`src/rtl/dmem_wb_bridge_if.sv`:
```
// Signal bundle between the hart data-memory port, dmem_wb_bridge and its Wishbone B4 classic slave.
// The master modport is the bridge's view; the slave modport is the surrounding environment's view.
interface dmem_wb_bridge_if;
  logic        dmem_req;
  logic [31:0] dmem_addr;
  logic [3:0]  dmem_wmask;
  logic [31:0] dmem_wdata;
  logic [31:0] dmem_rdata;
  logic        dmem_stall;
  logic        dmem_fault;
  logic        wb_cyc;
  logic        wb_stb;
  logic        wb_we;
  logic [29:0] wb_adr;
  logic [3:0]  wb_sel;
  logic [31:0] wb_dat_w;
  logic [31:0] wb_dat_r;
  logic        wb_ack;
  logic        wb_err;

  modport master (
    input  dmem_req, dmem_addr, dmem_wmask, dmem_wdata, wb_dat_r, wb_ack, wb_err,
    output dmem_rdata, dmem_stall, dmem_fault, wb_cyc, wb_stb, wb_we, wb_adr, wb_sel, wb_dat_w
  );

  modport slave (
    output dmem_req, dmem_addr, dmem_wmask, dmem_wdata, wb_dat_r, wb_ack, wb_err,
    input  dmem_rdata, dmem_stall, dmem_fault, wb_cyc, wb_stb, wb_we, wb_adr, wb_sel, wb_dat_w
  );
endinterface

```
`src/rtl/dmem_wb_bridge.sv`:
```
// Hart dmem request/stall port to single-master Wishbone B4 classic bridge, one bus cycle per access.
// Define DMEM_BRIDGE_TIMEOUT_EN to abort a cycle with a fault after TIMEOUT_CYCLES unterminated BUS cycles.
module dmem_wb_bridge #(
  parameter int unsigned TIMEOUT_CYCLES = 32'd255,
  parameter logic [31:0] ERR_RDATA      = 32'h0000_0000
) (
  input  logic             clk,
  input  logic             rst_n,
  dmem_wb_bridge_if.master bus
);

  typedef enum logic [1:0] {
    IDLE = 2'd0,
    BUS  = 2'd1,
    RESP = 2'd2
  } state_e;

  state_e      state_q, state_d;
  logic        cyc_q, cyc_d;
  logic        we_q, we_d;
  logic [29:0] adr_q, adr_d;
  logic [3:0]  sel_q, sel_d;
  logic [31:0] dat_w_q, dat_w_d;
  logic [31:0] rdata_q, rdata_d;
  logic        fault_q, fault_d;
  logic        expire_s;
  logic        is_store_s;
  logic        unused_s;

  assign is_store_s = (bus.dmem_wmask != 4'b0000);

`ifdef DMEM_BRIDGE_TIMEOUT_EN
  localparam int unsigned CNT_W = $clog2(TIMEOUT_CYCLES + 32'd1);
  logic [CNT_W-1:0] cnt_q, cnt_d;

  // The current BUS cycle is the last one allowed once TIMEOUT_CYCLES-1 cycles have already elapsed.
  assign expire_s = (cnt_q == CNT_W'(TIMEOUT_CYCLES - 32'd1));
  assign unused_s = ^bus.dmem_addr[1:0];

  // Watchdog next state: counts BUS cycles, held at zero elsewhere so it is clear on BUS entry
  always_comb begin
    if (state_q == BUS) begin
      cnt_d = cnt_q + CNT_W'(1);
    end else begin
      cnt_d = {CNT_W{1'b0}};
    end
  end

  // Watchdog counter register
  always_ff @(posedge clk or negedge rst_n) begin
    if (!rst_n) begin
      cnt_q <= {CNT_W{1'b0}};
    end else begin
      cnt_q <= cnt_d;
    end
  end
`else
  assign expire_s = 1'b0;
  assign unused_s = ^{bus.dmem_addr[1:0], TIMEOUT_CYCLES};
`endif

  // Next-state, bus-latch and response capture
  always_comb begin
    state_d = state_q;
    cyc_d   = cyc_q;
    we_d    = we_q;
    adr_d   = adr_q;
    sel_d   = sel_q;
    dat_w_d = dat_w_q;
    rdata_d = rdata_q;
    fault_d = 1'b0;
    case (state_q)
      IDLE: begin
        if (bus.dmem_req) begin
          state_d = BUS;
          cyc_d   = 1'b1;
          we_d    = is_store_s;
          adr_d   = bus.dmem_addr[31:2];
          dat_w_d = bus.dmem_wdata;
          if (is_store_s) begin
            sel_d = bus.dmem_wmask;
          end else begin
            sel_d = 4'b1111;
          end
        end else begin
          cyc_d = 1'b0;
        end
      end
      BUS: begin
        // err outranks ack; ack outranks a watchdog expiry in the same cycle
        if (bus.wb_err) begin
          state_d = RESP;
          cyc_d   = 1'b0;
          rdata_d = ERR_RDATA;
          fault_d = 1'b1;
        end else if (bus.wb_ack) begin
          state_d = RESP;
          cyc_d   = 1'b0;
          if (we_q) begin
            rdata_d = rdata_q;
          end else begin
            rdata_d = bus.wb_dat_r;
          end
        end else if (expire_s) begin
          state_d = RESP;
          cyc_d   = 1'b0;
          rdata_d = ERR_RDATA;
          fault_d = 1'b1;
        end else begin
          cyc_d = 1'b1;
        end
      end
      RESP: begin
        state_d = IDLE;
        cyc_d   = 1'b0;
      end
      default: begin
        state_d = IDLE;
        cyc_d   = 1'b0;
      end
    endcase
  end

  // State register and registered outputs
  always_ff @(posedge clk or negedge rst_n) begin
    if (!rst_n) begin
      state_q <= IDLE;
      cyc_q   <= 1'b0;
      we_q    <= 1'b0;
      adr_q   <= 30'h0;
      sel_q   <= 4'h0;
      dat_w_q <= 32'h0;
      rdata_q <= 32'h0;
      fault_q <= 1'b0;
    end else begin
      state_q <= state_d;
      cyc_q   <= cyc_d;
      we_q    <= we_d;
      adr_q   <= adr_d;
      sel_q   <= sel_d;
      dat_w_q <= dat_w_d;
      rdata_q <= rdata_d;
      fault_q <= fault_d;
    end
  end

  assign bus.wb_cyc     = cyc_q;
  assign bus.wb_stb     = cyc_q;
  assign bus.wb_we      = we_q;
  assign bus.wb_adr     = adr_q;
  assign bus.wb_sel     = sel_q;
  assign bus.wb_dat_w   = dat_w_q;
  assign bus.dmem_rdata = rdata_q;
  assign bus.dmem_fault = fault_q;
  // Gated by rst_n so the hart sees the stall release immediately on an asynchronous reset.
  assign bus.dmem_stall = rst_n & bus.dmem_req & (state_q != RESP);

endmodule

```
`src/flat_wrapper.sv`:
```
// flat-port wrapper written by rule: the top's interface ports become plain ports
module dmem_wb_bridge_flat 
#(
  parameter int unsigned TIMEOUT_CYCLES = 32'd255,
  parameter logic [31:0] ERR_RDATA      = 32'h0000_0000
)
  (clk, rst_n, bus_dmem_req, bus_dmem_addr, bus_dmem_wmask, bus_dmem_wdata, bus_wb_dat_r, bus_wb_ack, bus_wb_err, bus_dmem_rdata, bus_dmem_stall, bus_dmem_fault, bus_wb_cyc, bus_wb_stb, bus_wb_we, bus_wb_adr, bus_wb_sel, bus_wb_dat_w);
  dmem_wb_bridge_if bus_i ();
  input  logic clk;
  input  logic rst_n;
  input wire logic [$bits(bus_i.dmem_req)-1:0] bus_dmem_req;
  input wire logic [$bits(bus_i.dmem_addr)-1:0] bus_dmem_addr;
  input wire logic [$bits(bus_i.dmem_wmask)-1:0] bus_dmem_wmask;
  input wire logic [$bits(bus_i.dmem_wdata)-1:0] bus_dmem_wdata;
  input wire logic [$bits(bus_i.wb_dat_r)-1:0] bus_wb_dat_r;
  input wire logic [$bits(bus_i.wb_ack)-1:0] bus_wb_ack;
  input wire logic [$bits(bus_i.wb_err)-1:0] bus_wb_err;
  output wire logic [$bits(bus_i.dmem_rdata)-1:0] bus_dmem_rdata;
  output wire logic [$bits(bus_i.dmem_stall)-1:0] bus_dmem_stall;
  output wire logic [$bits(bus_i.dmem_fault)-1:0] bus_dmem_fault;
  output wire logic [$bits(bus_i.wb_cyc)-1:0] bus_wb_cyc;
  output wire logic [$bits(bus_i.wb_stb)-1:0] bus_wb_stb;
  output wire logic [$bits(bus_i.wb_we)-1:0] bus_wb_we;
  output wire logic [$bits(bus_i.wb_adr)-1:0] bus_wb_adr;
  output wire logic [$bits(bus_i.wb_sel)-1:0] bus_wb_sel;
  output wire logic [$bits(bus_i.wb_dat_w)-1:0] bus_wb_dat_w;
  assign bus_i.dmem_req = bus_dmem_req;
  assign bus_i.dmem_addr = bus_dmem_addr;
  assign bus_i.dmem_wmask = bus_dmem_wmask;
  assign bus_i.dmem_wdata = bus_dmem_wdata;
  assign bus_i.wb_dat_r = bus_wb_dat_r;
  assign bus_i.wb_ack = bus_wb_ack;
  assign bus_i.wb_err = bus_wb_err;
  assign bus_dmem_rdata = bus_i.dmem_rdata;
  assign bus_dmem_stall = bus_i.dmem_stall;
  assign bus_dmem_fault = bus_i.dmem_fault;
  assign bus_wb_cyc = bus_i.wb_cyc;
  assign bus_wb_stb = bus_i.wb_stb;
  assign bus_wb_we = bus_i.wb_we;
  assign bus_wb_adr = bus_i.wb_adr;
  assign bus_wb_sel = bus_i.wb_sel;
  assign bus_wb_dat_w = bus_i.wb_dat_w;
  dmem_wb_bridge #(.TIMEOUT_CYCLES(TIMEOUT_CYCLES), .ERR_RDATA(ERR_RDATA)) u_core (.clk(clk), .rst_n(rst_n), .bus(bus_i));
endmodule
```
`config.mk`:
```
export PLATFORM = sky130hd
export DESIGN_NAME = dmem_wb_bridge_flat
export DESIGN_NICKNAME = d
export VERILOG_FILES = /design/src/rtl/dmem_wb_bridge_if.sv /design/src/rtl/dmem_wb_bridge.sv /design/src/flat_wrapper.sv
export SDC_FILE = /design/constraint.sdc
export NUM_CORES = 1
export LEC_CHECK = 0
export ABC_AREA = 0
export CAP_MARGIN = 20
export CORE_MARGIN = 2
export CORE_UTILIZATION = 42
export DETAILED_ROUTE_END_ITERATION = 16
export GPL_TIMING_DRIVEN = 0
export HOLD_SLACK_MARGIN = 0.03
export PLACE_DENSITY = 0.9
export SLEW_MARGIN = 20
export SYNTH_ARGS = -nofsm -noshare
export SYNTH_HDL_FRONTEND = slang
export SYNTH_SLANG_ARGS = --single-unit
```
`constraint.sdc`:
```
create_clock -name clk -period 2.5 [get_ports clk]
set_input_delay 0.25 -clock clk [delete_from_list [all_inputs] [get_ports clk]]
set_output_delay 0.25 -clock clk [all_outputs]
set_load 0.02 [all_outputs]
```
Word level (Yosys, flattened, before mapping)
Cells that the tools add are included.
Storage, ports and cells
  register bits after elaboration: 103
  input port bits: 105
  output and inout port bits: 103
Cells by class
  equality and inequality tests: 5
  muxes and demuxes: 14
  bitwise logic cells: 2
  reductions and logical operators: 6
Operators with widths (count)
  32-bit two-way mux: 3
  2-bit two-way mux: 3
  2-bit inequality test (second input constant): 3
  1-bit two-way mux: 5
  4-bit two-way mux: 1
  2-bit case mux with 2 select lines: 1
  2-bit AND reduction: 2
  4-bit nonzero test: 1
  3-bit inequality test (second input constant): 1
  3-bit AND reduction: 1
  1-bit AND: 2
  2-bit by 1-bit equality test with 1-bit output (second input constant): 1
  2-bit zero test: 1
  1-bit case mux with 2 select lines: 1
  2-bit nonzero test: 1

Depth between registers and ports, before layout
Gate-level depths: netlist (run 1).
  depth in word-level cells: 3
  gate-level depth with buffers: 5

Worst setup path before layout (run 1)
No wires, ideal clock.
  path type: flip-flop to flip-flop
  from: reg u_core.state_q[0]
  to: reg u_core.adr_q[0] (netlist: u_core.bus.wb_adr[0])
  arrival: 1.219 ns
  data required time: 2.373 ns
  setup slack: 1.154 ns
  cell stages (with the launch flop): 5
  buffers on the path: 2
  cell sequence: dfrtp_1 > nor3b_2 > buf_4 > buf_6 > mux2_1
On the way
  word-level cells in the longest chain between the ends: 2
Ends and longest elaborated chain
  from (decl): line dmem_wb_bridge.sv:18  | state_e state_q, state_d;
  from (signal assigned): line dmem_wb_bridge.sv:136  | state_q <= state_d;
  2-bit zero test: line dmem_wb_bridge.sv:72  | case (state_q)
  2-bit AND reduction (no source line)
  to (signal assigned): line dmem_wb_bridge.sv:139  | adr_q <= adr_d;
  to (decl): line dmem_wb_bridge.sv:21  | logic [29:0] adr_q, adr_d;
No other way between the ends.
A chain may end at the register's enable or synchronous reset.

Worst setup path in the final report (run 1)
  from: in rst_n
  to: out bus_dmem_stall
On the way
  word-level cells in the longest chain between the ends: 2
Ends and longest elaborated chain
  from (decl): line flat_wrapper.sv:10  | input logic rst_n;
  1-bit AND (2 in series): line dmem_wb_bridge.sv:156  | assign bus.dmem_stall = rst_n & bus.dmem_req & (state_q != RESP);
  to (decl): line flat_wrapper.sv:19  | output wire logic [$bits(bus_i.dmem_stall)-1:0] bus_dmem_stall;
No other way between the ends.

==> results of run 1 <==
-- routing by layer --
| layer | track usage | vias up | share of wire |
|---|---|---|---|
| li1 | - | 1313 | - |
| met1 | 0.225 | 1408 | 0.40 |
| met2 | 0.332 | 128 | 0.51 |
| met3 | 0.0550 | 16 | 0.074 |
| met4 | 0.0601 | 0 | 0.017 |
| met5 | 0 | - | 0 |
-- Yosys cell counts (2+ instances only) --
cell	count	share of area
nor3_1	4	0.0051
a22o_1	30	0.067
mux2_1	60	0.17
a22o_4	2	0.0090
buf_2	4	0.0051
dfrtp_1	103	0.66
buf_4	2	0.0038
nor2_1	13	0.013
a21oi_1	6	0.0077
buf_6	9	0.026
mux2_2	2	0.0058
-- cells by family (layout without fill, tap and decap cells) --
group	Yosys count	count (layout)	share of synthesized area
flops	103	103	0.661
simple gates	25	25	0.0350
buf+inv	16	238	0.0359
mux	63	63	0.182
compound gates	39	39	0.0863
-- per-stage QoR --
| stage | hold slack, ns | utilization | instance area [um2] | setup WS (ns) |
|---|---|---|---|---|
| global route | 0.410 | 0.699 | 6370 | 0.0535 |
| global placement | 0.467 | 0.669 | 6090 | -2.82 |
| finish | 0.415 | 0.699 | 6370 | 0.166 |
| detailed placement | 0.184 | 0.672 | 6120 | 0.400 |
| floorplan | -0.0456 | - | 3900 | 1.15 |
| CTS | 0.413 | 0.699 | 6370 | 0.137 |
-- worst min path at each step --
| stage | from | end | slack [ns] | cells past startpoint |
|---|---|---|---|---|
| after floorplan | rst_n | u_core.bus.dmem_fault | -0.05 | 0 |
| after global placement | u_core.bus.wb_dat_w[19] | u_core.bus.wb_dat_w[19] | 0.47 | 1 |
| after detailed placement | rst_n | u_core.bus.wb_dat_w[0] | 0.18 | 1 |
| after CTS | rst_n | u_core.bus.wb_adr[28] | 0.41 | 3 |
| after global routing | rst_n | u_core.bus.wb_adr[28] | 0.41 | 3 |
| final | rst_n | u_core.bus.wb_adr[27] | 0.42 | 3 |
-- registers in the layout, indices dropped and copies added (netlist names) --
signal / cells
u_core.bus.dmem_fault: 1
u_core.bus.dmem_rdata: 32
u_core.bus.wb_adr: 30
u_core.bus.wb_cyc: 1
u_core.bus.wb_dat_w: 32
u_core.bus.wb_sel: 4
u_core.bus.wb_we: 1
u_core.state_q: 2
-- worst max-delay path, delay by kind of cell --
family / cells / cell delay, ns
and+or+nand+nor: 1 / 0.09
buffers and inverters: 4 / 1.57
AOI/OAI and AO/OA: 1 / 0.14
-- power breakdown --
group	leakage [nW]	total, mW	internal, mW	switching (mW)
clock	0.108	1.14	0.609	0.531
combinational	1.33	1.95	1.04	0.911
sequential	1.27	2.23	2.04	0.195
-- final cells by class --
type	instances	area, um2
fill	667	2740
sequential	103	2580
timing repair buffer	208	2110
multi-input combinational	127	1180
clock buffer	11	151
tap	111	139
buffer	15	136
clock inverter	3	67.6
inverter	1	3.75
==> summary.md, run 1 <==
| Metric | Value |
|---|---|
| Setup crit end kind | output pin |
| Worst skew pair latency | 0.34 ns |
| Highest-count cells in the layout ignoring fill and taps | 204 x clkdlybuf4s50_1, 103 x dfrtp_1, 60 x mux2_1, 30 x a22o_1, 13 x nor2_1 |
| Lkg Pwr | 2.71 nW |
| Cell count after synthesis | 246 |
| Final nets | 570 |
| Synth Register Bits | 103 |
| Wire length per cell | 16.6 um |
| Clk slew on worst S/H paths | 0.09 ns |
| Max-slew headroom | 0.774 |
| Yosys cell types | 22 |
| Tcrit/Tclk final | 0.934 |
| Final WL | 9630 um |
| Synthesized cell area | 0.00390 mm2 |
| Critical Path Start | rst_n |
| Most common cell after layout, fill and taps aside | clkdlybuf4s50_1 |
| Vias | 2865 |
| Arr. time, crit path | 2.08 ns |
| CP max FO | 64 |
| FF-to-FF path depth | 4 |
| # port buffers | 205 |
| Setup slack, reg-to-reg | 1.00 ns |
| Status | finished clean |
| Final Power | 5.32 mW |
| Pre-Repair DR Iteration Count | 4 |
| Final min period | 2.33 ns |
| Remaining DRCs | 0 |
| GP Congestion | 0.713 |
| Top FF cell, synth | dfrtp_1 |
| Net Count, Synth | 351 |
| CP Launch Type | input pin |
| Unrepaired setup endpoints after global routing | no |
| Crit Path Category | in2out |
| First-pass GRT wire length | 15000 um |
| GRT overflow | 0 |
| Total setup buffers inserted after CTS | 0 |
| Yosys warns | 0 |
| CTS tree | done |
| Antenna violations before repair | 0 |
| Ys async rst share | 1.00 |
| Maximum vdd drop | 0.000505 V |
| Maximum clock frequency | 428 MHz |
| Max Slew Vio Count | 0 |
| Inserted Diodes | 0 |
| Height of the die | 100 um |
| PD cells | 836 mW/mm2 |
| Clock buffer depth | 2 |
| Avg Cell Area, Syn | 15.8 um2 |
| Cell chain of the critical path | dlygate4sd3_1 > buf_6 > buf_16 > nand2_1 > a21oi_1 > clkdlybuf4s50_1 |
| Finished Layout Cells | 579 |
| Largest net degree at the start of global routing | 65 |
| Area Growth Syn to Fin | 63.3% |
| Delay of the slowest critical-path stage | 0.63 ns |
| CTS H-Tree Depth | 3 |
| Worst reg2reg path endpoint | u_core.bus.wb_adr[0] |
| DRT iter0 DRCs | 69 |
| DP HPWL | 7410 um |
| Root buffer cell | clkbuf_8 |
| Num ports | 208 |
| Post-synthesis sequential area ratio | 0.661 |
| Total Routing Usage GR | 0.190 |
| Cells after DPL | 563 |
| Die W | 100 um |
| Setup crit end | bus_dmem_stall |
| Row cnt | 35 |
| Hold buffers post-CTS | 2 |
| Num Clock Sinks | 103 |
| Post-CTS sizing | 0 |
| Number of routed nets with antenna violations | 0 |
| RR Startpoint | u_core.state_q[0] |
| Die footprint | 0.0101 mm2 |
| Setup Skew | 0.0117 ns |
| Number of vias per cell | 4.95 |
| Setup-failing EPs final | 0 |
| Final Hold Fails | 0 |
| Core Region | 0.00911 mm2 |
| Starting Density | 0.428 |
| Slowest cell on the critical path | clkdlybuf4s50_1 |
| Layout cells sized above 1 | 0.0833 |
| Hold crit path type | in2async |
| CP required | 2.25 ns |
| Fin Setup TNS | 0 ns |
| Cts bufs inserted | 9 |
| Vias in the first global route | 3055 |
| EDFF count, synth | 0 |
| Worst-margin pin slew | 0.339 ns |
| Max Cap Viol | 0 |
Power figures use the tool's default switching activity.
==> run 2: changes to the inputs <==
Settings changed: CAP_MARGIN 20 to 15, CTS_BUF_LIST set to sky130_fd_sc_hd__clkbuf_16.
==> run 2 against run 1 <==
Global-route usage shrank 0.078 points. Non-clock buffer count is the same. Utilization grew 0.89 points. Flip-flop and latch count is the same. Combinational power is essentially flat. Setup slack gained 0.00072 ns. Power grew 5.3%. Sequential power is essentially flat. Worst hold slack gained 0.024 ns. Final area grew 1.3%. Critical path depth is the same. Die area is the same. Largest cell class unchanged. Largest power group unchanged.
==> summary.md, run 2 (same netlist as run 1, synthesis figures left out) <==
| Metric | Value |
|---|---|
| Status | finished clean |
| GP Congestion | 0.713 |
| Sequential cell area | 0.00258 mm2 |
| Core Region | 0.00911 mm2 |
| Share of power burned in registers | 0.399 |
| Vias | 2875 |
| Most common cell after layout, fill and taps aside | clkdlybuf4s50_1 |
| Max-slew headroom | 0.774 |
| Worst hold slack | 0.440 ns |
| Vias in the first global route | 3036 |
| Final Hold Fails | 0 |
| Final min period | 2.33 ns |
| Area Growth Syn to Fin | 65.4% |
| Lkg Pwr | 2.74 nW |
| Clock buffer depth | 2 |
| Die W | 100 um |
| Root buffer cell | clkbuf_16 |
| RR Startpoint | u_core.state_q[0] |
| Worst skew pair latency | 0.33 ns |
| Critical Path Start | rst_n |
| Gate power share | 0.348 |
| CTS tree | done |
| Max Slew Vio Count | 0 |
| Number of routed nets with antenna violations | 0 |
| # port buffers | 205 |
| Starting Density | 0.428 |
| PD cells | 869 mW/mm2 |
| Worst slack, placed | 0.400 ns |
| Final WL | 9620 um |
| Pre-Repair DR Iteration Count | 4 |
| Highest-count cells in the layout ignoring fill and taps | 204 x clkdlybuf4s50_1, 103 x dfrtp_1, 60 x mux2_1, 30 x a22o_1, 13 x nor2_1 |
| Crit Path Category | in2out |
| Clk network pwr share | 0.253 |
| GRT Max-Usage Layer | met2 |
| Remaining DRCs | 0 |
| DP HPWL | 7410 um |
| Layout cells sized above 1 | 0.0791 |
| Fin Setup TNS | 0 ns |
| Setup slack, reg-to-reg | 1.00 ns |
| First-pass GRT wire length | 14900 um |
| Global Route met1 Usage | 0.224 |
| Clk slew on worst S/H paths | 0.06 ns |
| GRT overflow | 0 |
| Hold crit path type | in2async |
| Maximum vdd drop | 0.000461 V |
| CP required | 2.25 ns |
| Total Routing Usage GR | 0.189 |
| Setup-failing EPs final | 0 |
| Cells after DPL | 563 |
| Maximum clock frequency | 429 MHz |
| Worst-margin pin slew | 0.338 ns |
| Die footprint | 0.0101 mm2 |
| DRT iter0 DRCs | 66 |
| Multi-input gate area | 0.00118 mm2 |
| Sw power | 1.67 mW |
| Met2 Resource Use GR | 0.332 |
| Finished Layout Cells | 579 |
| CTS H-Tree Depth | 3 |
| Worst reg2reg path endpoint | u_core.bus.wb_adr[22] |
| FF-to-FF path depth | 4 |
| Num ports | 208 |
| Arr. time, crit path | 2.08 ns |
| Switching Share | 0.297 |
| Cts bufs inserted | 9 |
| Tcrit/Tclk final | 0.933 |
| Number of vias per cell | 4.97 |
| Wire length per cell | 16.6 um |
| CP Launch Type | input pin |
| Setup Skew | 0.00842 ns |
| Unrepaired setup endpoints after global routing | no |
| Num Clock Sinks | 103 |
| Max Cap Viol | 0 |
| Setup crit end kind | output pin |
| Int Pwr | 3.94 mW |
| Final nets | 570 |
| Inserted Diodes | 0 |
| Final WS setup | 0.167 ns |
| Row cnt | 35 |
| Antenna violations before repair | 0 |
| Largest net degree at the start of global routing | 65 |
| Fillers | 656 |
| GR Util met3 | 0.0557 |
| Height of the die | 100 um |
| CP max FO | 64 |
-- run 2: cell count changes in the layout (fill, tap and decap cells not counted), sizes merged --
| cell | delta |
|---|---|
| clkbuf | -2 |
| clkinv | +2 |
-- run 2: how the worst max path moves through the flow --
stage | end | slack (ns)
floorplan | u_core.bus.wb_adr[0] | 1.15
global placement | bus_dmem_stall | -2.82
detailed placement | bus_dmem_stall | 0.40
CTS | bus_dmem_stall | 0.14
global route | bus_dmem_stall | 0.05
finish | bus_dmem_stall | 0.17
-- run 2: repair_timing --
item                                   CTS  global route
buffers inserted                         0             0
endpoints found under the hold margin   40             0
resized for setup                        0             0
hold buffers                             2             0
-- run 2: cell type report --
| type | instances | share of cell area |
|---|---|---|
| sequential | 103 | 0.400 |
| timing repair buffer | 208 | 0.327 |
| multi-input combinational | 127 | 0.183 |
| clock buffer | 9 | 0.0349 |
| tap | 111 | 0.0215 |
| buffer | 15 | 0.0211 |
| clock inverter | 5 | 0.0116 |
| inverter | 1 | 0.000582 |
-- run 2: per-layer routing --
layer / part of all wire / wire, um / up-vias
li1: - / - / 1315
met1: 0.40 / 3830 / 1414
met2: 0.51 / 4900 / 130
met3: 0.075 / 723 / 16
met4: 0.017 / 162 / 0
met5: 0 / 0 / -
-- run 2: power groups by stage --
stage	sequential [mW]	combinational (mW)	clock, mW
floorplan	2.71	0.415	0
global placement	2.23	1.92	0
detailed placement	2.27	1.97	0
CTS	2.24	1.98	1.46
global route	2.28	2.06	1.53
finish	2.23	1.95	1.42
-- run 2: metrics by stage --
| step | power (mW) | cell area [um2] | util |
|---|---|---|---|
| detailed placement | 4.23 | 6120 | 0.672 |
| global route | 5.87 | 6450 | 0.708 |
| CTS | 5.68 | 6450 | 0.708 |
| floorplan | 3.12 | 3900 | - |
| finish | 5.60 | 6450 | 0.708 |
| global placement | 4.15 | 6090 | 0.669 |
-- run 2: worst max-delay path, cell delays in order --
cell	delay (ns)
dlygate4sd3_1	0.54
buf_6	0.12
buf_16	0.28
nand2_1	0.09
a21oi_1	0.14
clkdlybuf4s50_1	0.63
